### src/rtl/cpu_bus_capture_pkg.sv
// Shared types for the CPU bus capture front-end: event fields, synced bus bundle, M2 filter states.
package cpu_bus_capture_pkg;

  localparam int ADDR_W = 15;
  localparam int DAT_W  = 8;

  typedef struct packed {
    logic              rom;
    logic [ADDR_W-1:0] addr;
    logic [DAT_W-1:0]  dat;
  } cpu_evt_t;

  localparam int EVT_W = $bits(cpu_evt_t);

  // Raw CPU bus fields carried through the synchronizer alongside M2.
  typedef struct packed {
    logic              rw;
    logic              ce;
    logic [ADDR_W-1:0] addr;
    logic [DAT_W-1:0]  dat;
  } cpu_bus_t;

  typedef enum logic {
    ST_LOW  = 1'b0,
    ST_HIGH = 1'b1
  } m2_state_e;

endpackage

### src/rtl/cpu_evt_fifo.sv
// Small synchronous FIFO of CPU write events. The head is read straight from the storage
// registers, so a push is never visible before the following cycle (no bypass).
module cpu_evt_fifo
  import cpu_bus_capture_pkg::*;
#(
  parameter int DEPTH = 4
) (
  input  logic     clk,
  input  logic     rst,
  input  logic     push,
  input  cpu_evt_t push_evt,
  input  logic     pop,
  output logic     full,
  output logic     empty,
  output cpu_evt_t head_evt
);

  localparam int AW = $clog2(DEPTH);
  localparam int CW = AW + 1;

  cpu_evt_t       mem_q [DEPTH];
  cpu_evt_t       mem_d [DEPTH];
  logic [AW-1:0]  wr_ptr_q, wr_ptr_d;
  logic [AW-1:0]  rd_ptr_q, rd_ptr_d;
  logic [CW-1:0]  count_q, count_d;
  logic           do_push;
  logic           do_pop;

  always_comb begin
    full     = (count_q == CW'(DEPTH));
    empty    = (count_q == '0);
    head_evt = empty ? '0 : mem_q[rd_ptr_q];
    do_pop   = pop && !empty;
    // A push into a full FIFO only lands when the head leaves in the same cycle.
    do_push  = push && (!full || do_pop);
    mem_d    = mem_q;
    wr_ptr_d = wr_ptr_q;
    rd_ptr_d = rd_ptr_q;
    if (do_push) begin
      mem_d[wr_ptr_q] = push_evt;
      wr_ptr_d        = wr_ptr_q + AW'(1);
    end
    if (do_pop) begin
      rd_ptr_d = rd_ptr_q + AW'(1);
    end
    count_d = count_q + CW'(do_push) - CW'(do_pop);
  end

  always_ff @(posedge clk or posedge rst) begin
    if (rst) begin
      for (int i = 0; i < DEPTH; i++) begin
        mem_q[i] <= '0;
      end
      wr_ptr_q <= '0;
      rd_ptr_q <= '0;
      count_q  <= '0;
    end else begin
      mem_q    <= mem_d;
      wr_ptr_q <= wr_ptr_d;
      rd_ptr_q <= rd_ptr_d;
      count_q  <= count_d;
    end
  end

endmodule

### src/rtl/cpu_bus_capture.sv
// Samples the asynchronous NES CPU bus on clk, filters M2 into clean edge strobes and queues
// CPU write events for the mapper register logic.
module cpu_bus_capture
  import cpu_bus_capture_pkg::*;
#(
  parameter int SYNC_STAGES  = 2,
  parameter int FILT_LEN     = 3,
  parameter int FIFO_DEPTH   = 4,
  parameter int STUCK_CYCLES = 4096
) (
  input  logic              clk,
  input  logic              rst,
  input  logic              m2_in,
  input  logic              cpu_rw_in,
  input  logic              cpu_ce_in,
  input  logic [ADDR_W-1:0] cpu_addr_in,
  input  logic [DAT_W-1:0]  cpu_dat_in,
  output logic              m2_rise,
  output logic              m2_fall,
  output logic              wr_valid,
  input  logic              wr_ready,
  output logic [ADDR_W-1:0] wr_addr,
  output logic [DAT_W-1:0]  wr_dat,
  output logic              wr_rom,
  output logic              ovf,
  input  logic              ovf_clr,
  output logic              m2_stuck
);

  localparam int FCW = $clog2(FILT_LEN + 1);
  localparam int SCW = $clog2(STUCK_CYCLES + 1);

  cpu_bus_t               bus_raw;
  logic [SYNC_STAGES-1:0] m2_sync_q, m2_sync_d;
  cpu_bus_t               bus_sync_q [SYNC_STAGES];
  cpu_bus_t               bus_sync_d [SYNC_STAGES];
  logic                   m2_s;
  cpu_bus_t               bus_s;

  m2_state_e              state_q, state_d;
  logic [FCW-1:0]         filt_cnt_q, filt_cnt_d;
  logic                   rise_q, rise_d;
  logic                   fall_q, fall_d;
  cpu_bus_t               shadow_q, shadow_d;
  logic [SCW-1:0]         stuck_q, stuck_d;
  logic                   ovf_q, ovf_d;

  logic                   push;
  cpu_evt_t               push_evt;
  logic                   fifo_full;
  logic                   fifo_empty;
  logic                   drop;
  cpu_evt_t               head_evt;

  assign bus_raw = {cpu_rw_in, cpu_ce_in, cpu_addr_in, cpu_dat_in};

  // Bus fields ride a chain of the same depth as M2 so a sample and its M2 level stay aligned.
  always_comb begin
    m2_sync_d     = {m2_sync_q[SYNC_STAGES-2:0], m2_in};
    bus_sync_d[0] = bus_raw;
    for (int i = 1; i < SYNC_STAGES; i++) begin
      bus_sync_d[i] = bus_sync_q[i-1];
    end
    m2_s  = m2_sync_q[SYNC_STAGES-1];
    bus_s = bus_sync_q[SYNC_STAGES-1];
  end

  always_comb begin
    state_d    = state_q;
    filt_cnt_d = filt_cnt_q;
    rise_d     = 1'b0;
    fall_d     = 1'b0;
    if (m2_s == (state_q == ST_HIGH)) begin
      filt_cnt_d = '0;
    end else if (32'(filt_cnt_q) + 1 >= FILT_LEN) begin
      filt_cnt_d = '0;
      if (state_q == ST_LOW) begin
        state_d = ST_HIGH;
        rise_d  = 1'b1;
      end else begin
        state_d = ST_LOW;
        fall_d  = 1'b1;
      end
    end else begin
      filt_cnt_d = filt_cnt_q + FCW'(1);
    end
  end

  // The shadow keeps the last bus sample taken while M2 was high; it is consumed on m2_fall.
  always_comb begin
    shadow_d = (state_q == ST_HIGH) ? bus_s : shadow_q;
    push     = fall_q && !shadow_q.rw;
    push_evt = '{rom: !shadow_q.ce, addr: shadow_q.addr, dat: shadow_q.dat};
    drop     = push && fifo_full && !(wr_ready && !fifo_empty);
    ovf_d    = drop ? 1'b1 : (ovf_clr ? 1'b0 : ovf_q);
  end

  always_comb begin
    if (rise_q || fall_q) begin
      stuck_d = '0;
    end else if (stuck_q == SCW'(STUCK_CYCLES)) begin
      stuck_d = stuck_q;
    end else begin
      stuck_d = stuck_q + SCW'(1);
    end
  end

  always_ff @(posedge clk or posedge rst) begin
    if (rst) begin
      m2_sync_q <= '0;
      for (int i = 0; i < SYNC_STAGES; i++) begin
        bus_sync_q[i] <= '0;
      end
      state_q    <= ST_LOW;
      filt_cnt_q <= '0;
      rise_q     <= 1'b0;
      fall_q     <= 1'b0;
      shadow_q   <= '0;
      stuck_q    <= '0;
      ovf_q      <= 1'b0;
    end else begin
      m2_sync_q  <= m2_sync_d;
      bus_sync_q <= bus_sync_d;
      state_q    <= state_d;
      filt_cnt_q <= filt_cnt_d;
      rise_q     <= rise_d;
      fall_q     <= fall_d;
      shadow_q   <= shadow_d;
      stuck_q    <= stuck_d;
      ovf_q      <= ovf_d;
    end
  end

  // Handshake: the head event transfers on a cycle where wr_valid and wr_ready are both high;
  // wr_valid never depends on wr_ready and the head holds steady until it transfers.
  cpu_evt_fifo #(
    .DEPTH (FIFO_DEPTH)
  ) u_fifo (
    .clk      (clk),
    .rst      (rst),
    .push     (push),
    .push_evt (push_evt),
    .pop      (wr_ready),
    .full     (fifo_full),
    .empty    (fifo_empty),
    .head_evt (head_evt)
  );

  assign m2_rise  = rise_q;
  assign m2_fall  = fall_q;
  assign wr_valid = !fifo_empty;
  assign wr_addr  = head_evt.addr;
  assign wr_dat   = head_evt.dat;
  assign wr_rom   = head_evt.rom;
  assign ovf      = ovf_q;
  assign m2_stuck = (stuck_q == SCW'(STUCK_CYCLES));

endmodule

### config.mk
export PLATFORM = sky130hd
export DESIGN_NAME = cpu_bus_capture
export DESIGN_NICKNAME = d
export VERILOG_FILES = /design/src/rtl/cpu_bus_capture_pkg.sv /design/src/rtl/cpu_evt_fifo.sv /design/src/rtl/cpu_bus_capture.sv
export SDC_FILE = /design/constraint.sdc
export NUM_CORES = 1
export LEC_CHECK = 0
export ABC_AREA = 0
export CORE_AREA = 2 2 139 141
export CTS_BUF_LIST = sky130_fd_sc_hd__clkbuf_8
export CTS_CLUSTER_DIAMETER = 200
export DETAILED_ROUTE_END_ITERATION = 8
export DIE_AREA = 0 0 141 143
export GPL_TIMING_DRIVEN = 0
export PLACE_DENSITY = 0.64
export SLEW_MARGIN = 15
export SYNTH_ARGS = -nofsm -noshare
export SYNTH_HDL_FRONTEND = slang
export SYNTH_SLANG_ARGS = --single-unit
### constraint.sdc
create_clock -name clk -period 16 [get_ports clk]
set_input_delay 3.2 -clock clk [delete_from_list [all_inputs] [get_ports clk]]
set_output_delay 3.2 -clock clk [all_outputs]
set_load 0.005 [all_outputs]
; ---- Yosys cells after proc, flatten, opt, wreduce, memory -nomap -nowiden
; Cells that the tools add are included.
[word_totals]
regBits = 199
latchBits = 0
ram_bits = 0
romBits = 0
out_inout_bits = 29
mem_count = 0
[classes]
addsub = 7
n_mul = 0
div_mod_pow = 0
order_cmp = 4
eq_ne = 4
shifts = 0
n_mux = 19
bitwise = 3
reduce_logical = 16
[ops]
columns = operator, n
row1 = bitwise mux 96 bit, 1
row2 = two-way mux 24 bit, 4
row3 = binary-select mux 24 bit (select 2 bit), 1
row4 = demux 24 bit (select 2 bit), 1
row5 = two-way mux 13 bit, 2
row6 = adder 13 x 1 -> 13 bit (second input constant), 1
row7 = equality test 13 bit (second input constant), 1
row8 = two-way mux 1 bit, 8
row9 = adder 2 x 1 -> 2 bit (second input constant), 3
row10 = >= comparator 3 bit (second input constant), 2
row11 = logical AND 1 bit, 6
row12 = inverter 2 -> 3 bit, 2
row13 = logical NOT 1 bit, 5
row14 = two-way mux 2 bit, 2
row15 = adder 2 x 1 -> 3 bit (second input constant), 1
row16 = adder 3 x 1 -> 3 bit, 1
row17 = equality test 3 bit (second input constant), 1
row18 = >= comparator 3 x 2 -> 1 bit (second input constant), 1
row19 = logical NOT 3 bit, 1
row20 = < comparator 3 x 1 -> 1 bit (second input constant), 1
row21 = subtractor 3 x 1 -> 3 bit, 1
row22 = logical OR 1 bit, 2
row23 = inequality test 2 x 1 -> 1 bit (second input constant), 1
row24 = AND reduction 2 bit, 1
row25 = other kinds (3), 3

; ---- Logic depth before layout (Yosys ltp)
[logic_depth]
depth_word = 7
depth_mapped = 9
mapped_depth_nobuf = 8

; ---- Hierarchy
; Synthesis repeated with hierarchy kept, for this count alone.
[hier_totals]
cells_unflattened = 500
hier_area_um2 = 7900.1
[modules_own_cells]
columns = mod, instances, cells_each, area_per_inst_um2
row1 = cpu_evt_fifo, 1, 296, 4752.1
row2 = cpu_bus_capture, 1, 204, 3148.0

; ---- Worst setup path before layout
; OpenSTA, ideal clock, no wires.
[synth_path]
kind = input to register
from = in wr_ready
to = reg u_fifo.count_q[1]
setup_ns = 0.064
arrival_ns = 4.706
t_required_ns = 15.936
slack_ns = 11.230
stages = 8
n_path_buf = 1
cell_sequence = or4b_4 buf_6 nand2_1 inv_1 ha_1 inv_1 fa_1 inv_1
[synth_via]
elab_chain_len = 5
[synth_rtl]
columns = item, line
row1 = "start, declared", cpu_bus_capture.sv:21  ; input logic wr_ready,
row2 = logical AND 1 bit, cpu_evt_fifo.sv:33  ; do_pop = pop && !empty;
row3 = logical OR 1 bit, cpu_evt_fifo.sv:35  ; do_push = push && (!full || do_pop);
row4 = logical AND 1 bit, cpu_evt_fifo.sv:35
row5 = via u_fifo.do_push, cpu_evt_fifo.sv:26  ; logic do_push;
row6 = adder 3 x 1 -> 3 bit, cpu_evt_fifo.sv:46  ; count_d = count_q + CW'(do_push) - CW'(do_pop);
row7 = subtractor 3 x 1 -> 3 bit, cpu_evt_fifo.sv:46
row8 = via u_fifo.count_d[1], cpu_evt_fifo.sv:25  ; logic [CW-1:0] count_q, count_d;
row9 = "end signal, assigned", cpu_evt_fifo.sv:61  ; count_q <= count_d;
row10 = "end, declared", cpu_evt_fifo.sv:25
; The timed path passes the listed nets, and every way through them passes these cells.
; A chain may end at the register's enable or synchronous reset.

; ---- Worst setup path in the final report
[layout_path]
from = reg u_fifo.rd_ptr_q[1]
to = out wr_addr[14]
[layout_via]
elab_chain_len = 5
[layout_rtl]
columns = item, line
row1 = "start, declared", cpu_evt_fifo.sv:24  ; logic [AW-1:0] rd_ptr_q, rd_ptr_d;
row2 = "start signal, assigned", cpu_evt_fifo.sv:60  ; rd_ptr_q <= rd_ptr_d;
row3 = inverter 2 -> 3 bit (not written as such), cpu_evt_fifo.sv:32  ; head_evt = empty ? '0 : mem_q[rd_ptr_q];
row4 = binary-select mux 24 bit (select 2 bit), cpu_evt_fifo.sv:32
row5 = two-way mux 24 bit (not written as such) (2 in series), cpu_evt_fifo.sv:32
row6 = two-way mux 24 bit, cpu_evt_fifo.sv:32
row7 = "end, declared", cpu_bus_capture.sv:22  ; output logic [ADDR_W-1:0] wr_addr,
; No other way between the ends. The select of a mux whose other input is x is not followed.

==> results.ini <==
[power]
sw_frac_of_total_pct = 30.7
ir_worst_vdd_mv = 0.0569
leakage_nw = 4.56
finalPower_mw = 1.45
p_sw_mw = 0.443
p_comb_share_pct = 29.5
power.share.sequential_pct = 49.5
clkPwrFrac_pct = 21.0
internal_power_mw = 1.00
powerDensity_mw_per_mm2 = 152

[placed_design]
hpwlAfterDp_mm = 9.70
globalplace.congestion = 0.720
io_buffers = 58
dpl-instance-area_mm2 = 0.00918
dp_cells = 787

[worst_setup_path]
critPathRequiredTime_ns = 12.80
rr_worst_depth = 9
worst_path_max_delay_cell = clkdlybuf4s50_1
path_common_cell = buf_2
worstPathCellList = buf_2 > buf_2 > buf_2 > mux4_2 > and2_1 > clkdlybuf4s50_1
worstPathArrival_ns = 2.75
worst_setup_path_start_kind = flip-flop
r2r-start = u_fifo.count_q[1]
critPathMaxStageDelay_ns = 0.45
end_kind = primary output
worstPathMaxFanout = 10
criticalPathCategory = reg -> out
regToRegEndpoint = u_fifo.count_q[2]
regToRegSetupSlack_ns = 13.67
cp_top_family = buffers and inverters
critPathBufInv = 4

[sta]
relSlewSlack_pct = 38.0
fin_crit_sh_pct = 37.2
skew_ns = 0.0177
max_freq_mhz = 168
hold_viol = 0
rsz0062_at_grt = false
slew_viol_final = 0
min_period_ns = 5.95
worstMarginPinSlew_ns = 0.930
setup_violations = 0
timing.setup.tns_ns = 0

[grt]
grt_overflow = 0
grt_pass1_wl_mm = 25.7
grt_usage_pct = 16.7
first_global_vias = 4666
grt_max_degree = 105
antenna_found_initial = 0

[routing]
dr.first_iter.drc_count = 213
routed_wl_mm = 15.4
wl_per_cell_um = 18.9
ant_nets = 0
first_pass_iters = 4
via_per_inst = 5.16
drc_errors = 0
routed-via-count = 4217

[clock_tree]
post_cts_buffers = 0
cts-htree-levels = 4
clk-insertion-delay-late_ns = 0.47
cts_root_buffer = clkbuf_8
cts_tree = built
cts_buffers = 17
hold_buffers = 0
cts.sinks = 199
cts_buffer_depth = 2
path_clk_slew_ns = 0.11
postCtsResizedCells = 0

[synthesis]
synth_area_leader_cell = dfrtp_1
yosysWarnings = 0
syn_inst = 494
syn_area_per_cell_um2 = 16.7
ys.flop_type = dfrtp_1
ys_ff_latch = 199
ys_seq_area_share_pct = 60.2
synthTopCellsByCount = 199 x dfrtp_1, 76 x mux2_4, 43 x mux2_2, 24 x and2_1, 24 x mux4_2
synthMostInstantiatedCell = dfrtp_1
ys_types = 37
yosys-top-cells-area = dfrtp_1 60%, mux2_4 14%, mux4_2 6.5%
synth_edf_count = 0
syn_area_mm2 = 0.00827
syn_nets = 532
async_flop_share_pct = 100
synth_top_area_share_pct = 60.2

[status]
status = finished, final reports clean

[final_layout]
register_area_mm2 = 0.00498
n_fill_cell = 1500
drive_gt1_share_pct = 33.7
antenna_cells = 0
fin_nets = 610
fin_cells = 818
multi_input_comb_area_mm2 = 0.00299
syn_to_final_growth_pct = 15.3
design_area_mm2 = 0.00954

[floorplan]
initial_core_util_pct = 44.5
die_w_um = 141
die-area_mm2 = 0.0202
rows = 50
core_area_mm2 = 0.0186
die_y_um = 143
pin_count = 59

[worst_hold_path]
whs_endpoint = m2_sync_q[1]
hold_depth = 0
hp-start = m2_sync_q[0]
min-delay-path-class = reg -> reg

[flow_run]
drv_cap = 0

[logic make-up (layout without fill, tap and decap cells)]
| family | count (synthesis) | in the layout | share of synthesized area, % |
|---|---|---|---|
| simple gates | 72 | 72 | 5.78 |
| fa+ha+maj | 8 | 8 | 1.30 |
| flops | 199 | 199 | 60.2 |
| compound gates | 18 | 18 | 1.24 |
| buf+inv | 39 | 129 | 3.61 |
| mux | 150 | 150 | 27.0 |
| xor+xnor | 8 | 8 | 0.847 |
[power groups by stage]
stage | logic [mW] | registers [mW] | clock network, mW
floorplan | 0.310 | 0.694 | 0
global placement | 0.421 | 0.716 | 0
detailed placement | 0.434 | 0.725 | 0
CTS | 0.435 | 0.716 | 0.316
global route | 0.466 | 0.735 | 0.337
finish | 0.426 | 0.716 | 0.304
[worst register-to-register path: stages (launching register included)]
cell	delay [ns]
dfrtp_1	0.45
or3_1	0.15
clkbuf_1	0.40
nand2_1	0.20
mux2i_1	0.17
ha_1	0.16
inv_1	0.05
fa_1	0.37
xnor2_1	0.17
xnor2_1	0.13
[layout make-up]
type | instances | share of cell area (%)
repair buffers | 59 | 6.37
plain buffers | 25 | 2.58
well taps | 234 | 3.07
multi-input cells | 256 | 31.4
clock buffers | 17 | 2.45
inverters | 14 | 0.630
flip-flops and latches | 199 | 52.2
clock inverters | 14 | 1.31
[how the worst max path moves through the flow]
stage / endpoint / cells past startpoint / slack [ns] / start
6_report: wr_addr[14] / 6 / 10.05 / u_fifo.rd_ptr_q[1]
2_1_floorplan: bus_s[0] / 1 / 7.37 / rst
5_1_grt: wr_addr[14] / 6 / 9.87 / u_fifo.rd_ptr_q[1]
3_5_place_dp: wr_addr[14] / 6 / 10.50 / u_fifo.rd_ptr_q[1]
3_3_place_gp: push_evt[15] / 2 / 5.12 / rst
4_1_cts: wr_addr[14] / 6 / 9.99 / u_fifo.rd_ptr_q[1]
[layout by cell type, fill, tap and decap left out, types with 2 or more instances in the layout]
cell,netlist,routed
a21oi_1,8,8
and2_1,24,24
and3b_1,2,2
buf_12,8,8
buf_2,6,6
buf_6,2,2
clkbuf_1,9,9
clkbuf_8,0,17
clkdlybuf4s50_1,0,58
clkinv_2,0,4
clkinv_4,0,2
dfrtp_1,199,199
ha_1,7,7
inv_1,14,14
inv_6,0,4
inv_8,0,2
mux2_2,43,43
mux2_4,76,76
mux2i_1,7,7
mux4_2,24,24
nand2_1,10,10
nand3_1,5,5
nand3_4,4,4
nand4_1,3,3
nor2_1,4,4
nor4b_1,2,2
o21ai_0,4,4
o22ai_1,2,2
o31ai_1,4,4
or3_1,5,5
or4_1,4,4
xnor2_1,6,6
xor2_1,2,2
[metal layers]
layer | track usage (%) | up-vias | share of wire (%)
li1 | - | 1888 | -
met1 | 22.8 | 2240 | 47
met2 | 27.0 | 75 | 49
met3 | 3.86 | 14 | 2.9
met4 | 4.58 | 0 | 0.98
met5 | 0 | - | 0
[per-stage QoR]
step                hold slack, ns  worst slack, ns  util [%]
floorplan                    0.331             7.37         -
global placement             0.331             5.12      49.2
detailed placement           0.336            10.50      49.4
CTS                          0.356             9.99      51.3
global route                 0.366             9.87      51.3
finish                       0.353            10.05      51.3
[registers in the layout, summed over array words and instances, names as in the netlist]
name             count
u_fifo.count_q       3
state_q              1
shadow_q             2
ovf                  1
m2_fall              1
stuck_q             13
m2_sync_q            2
u_fifo.mem_q        96
m2_rise              1
u_fifo.rd_ptr_q      2
bus_s               25
push_evt            23
bus_sync_d          25
u_fifo.wr_ptr_q      2
filt_cnt_q           2
Power figures use the tool's default switching activity.
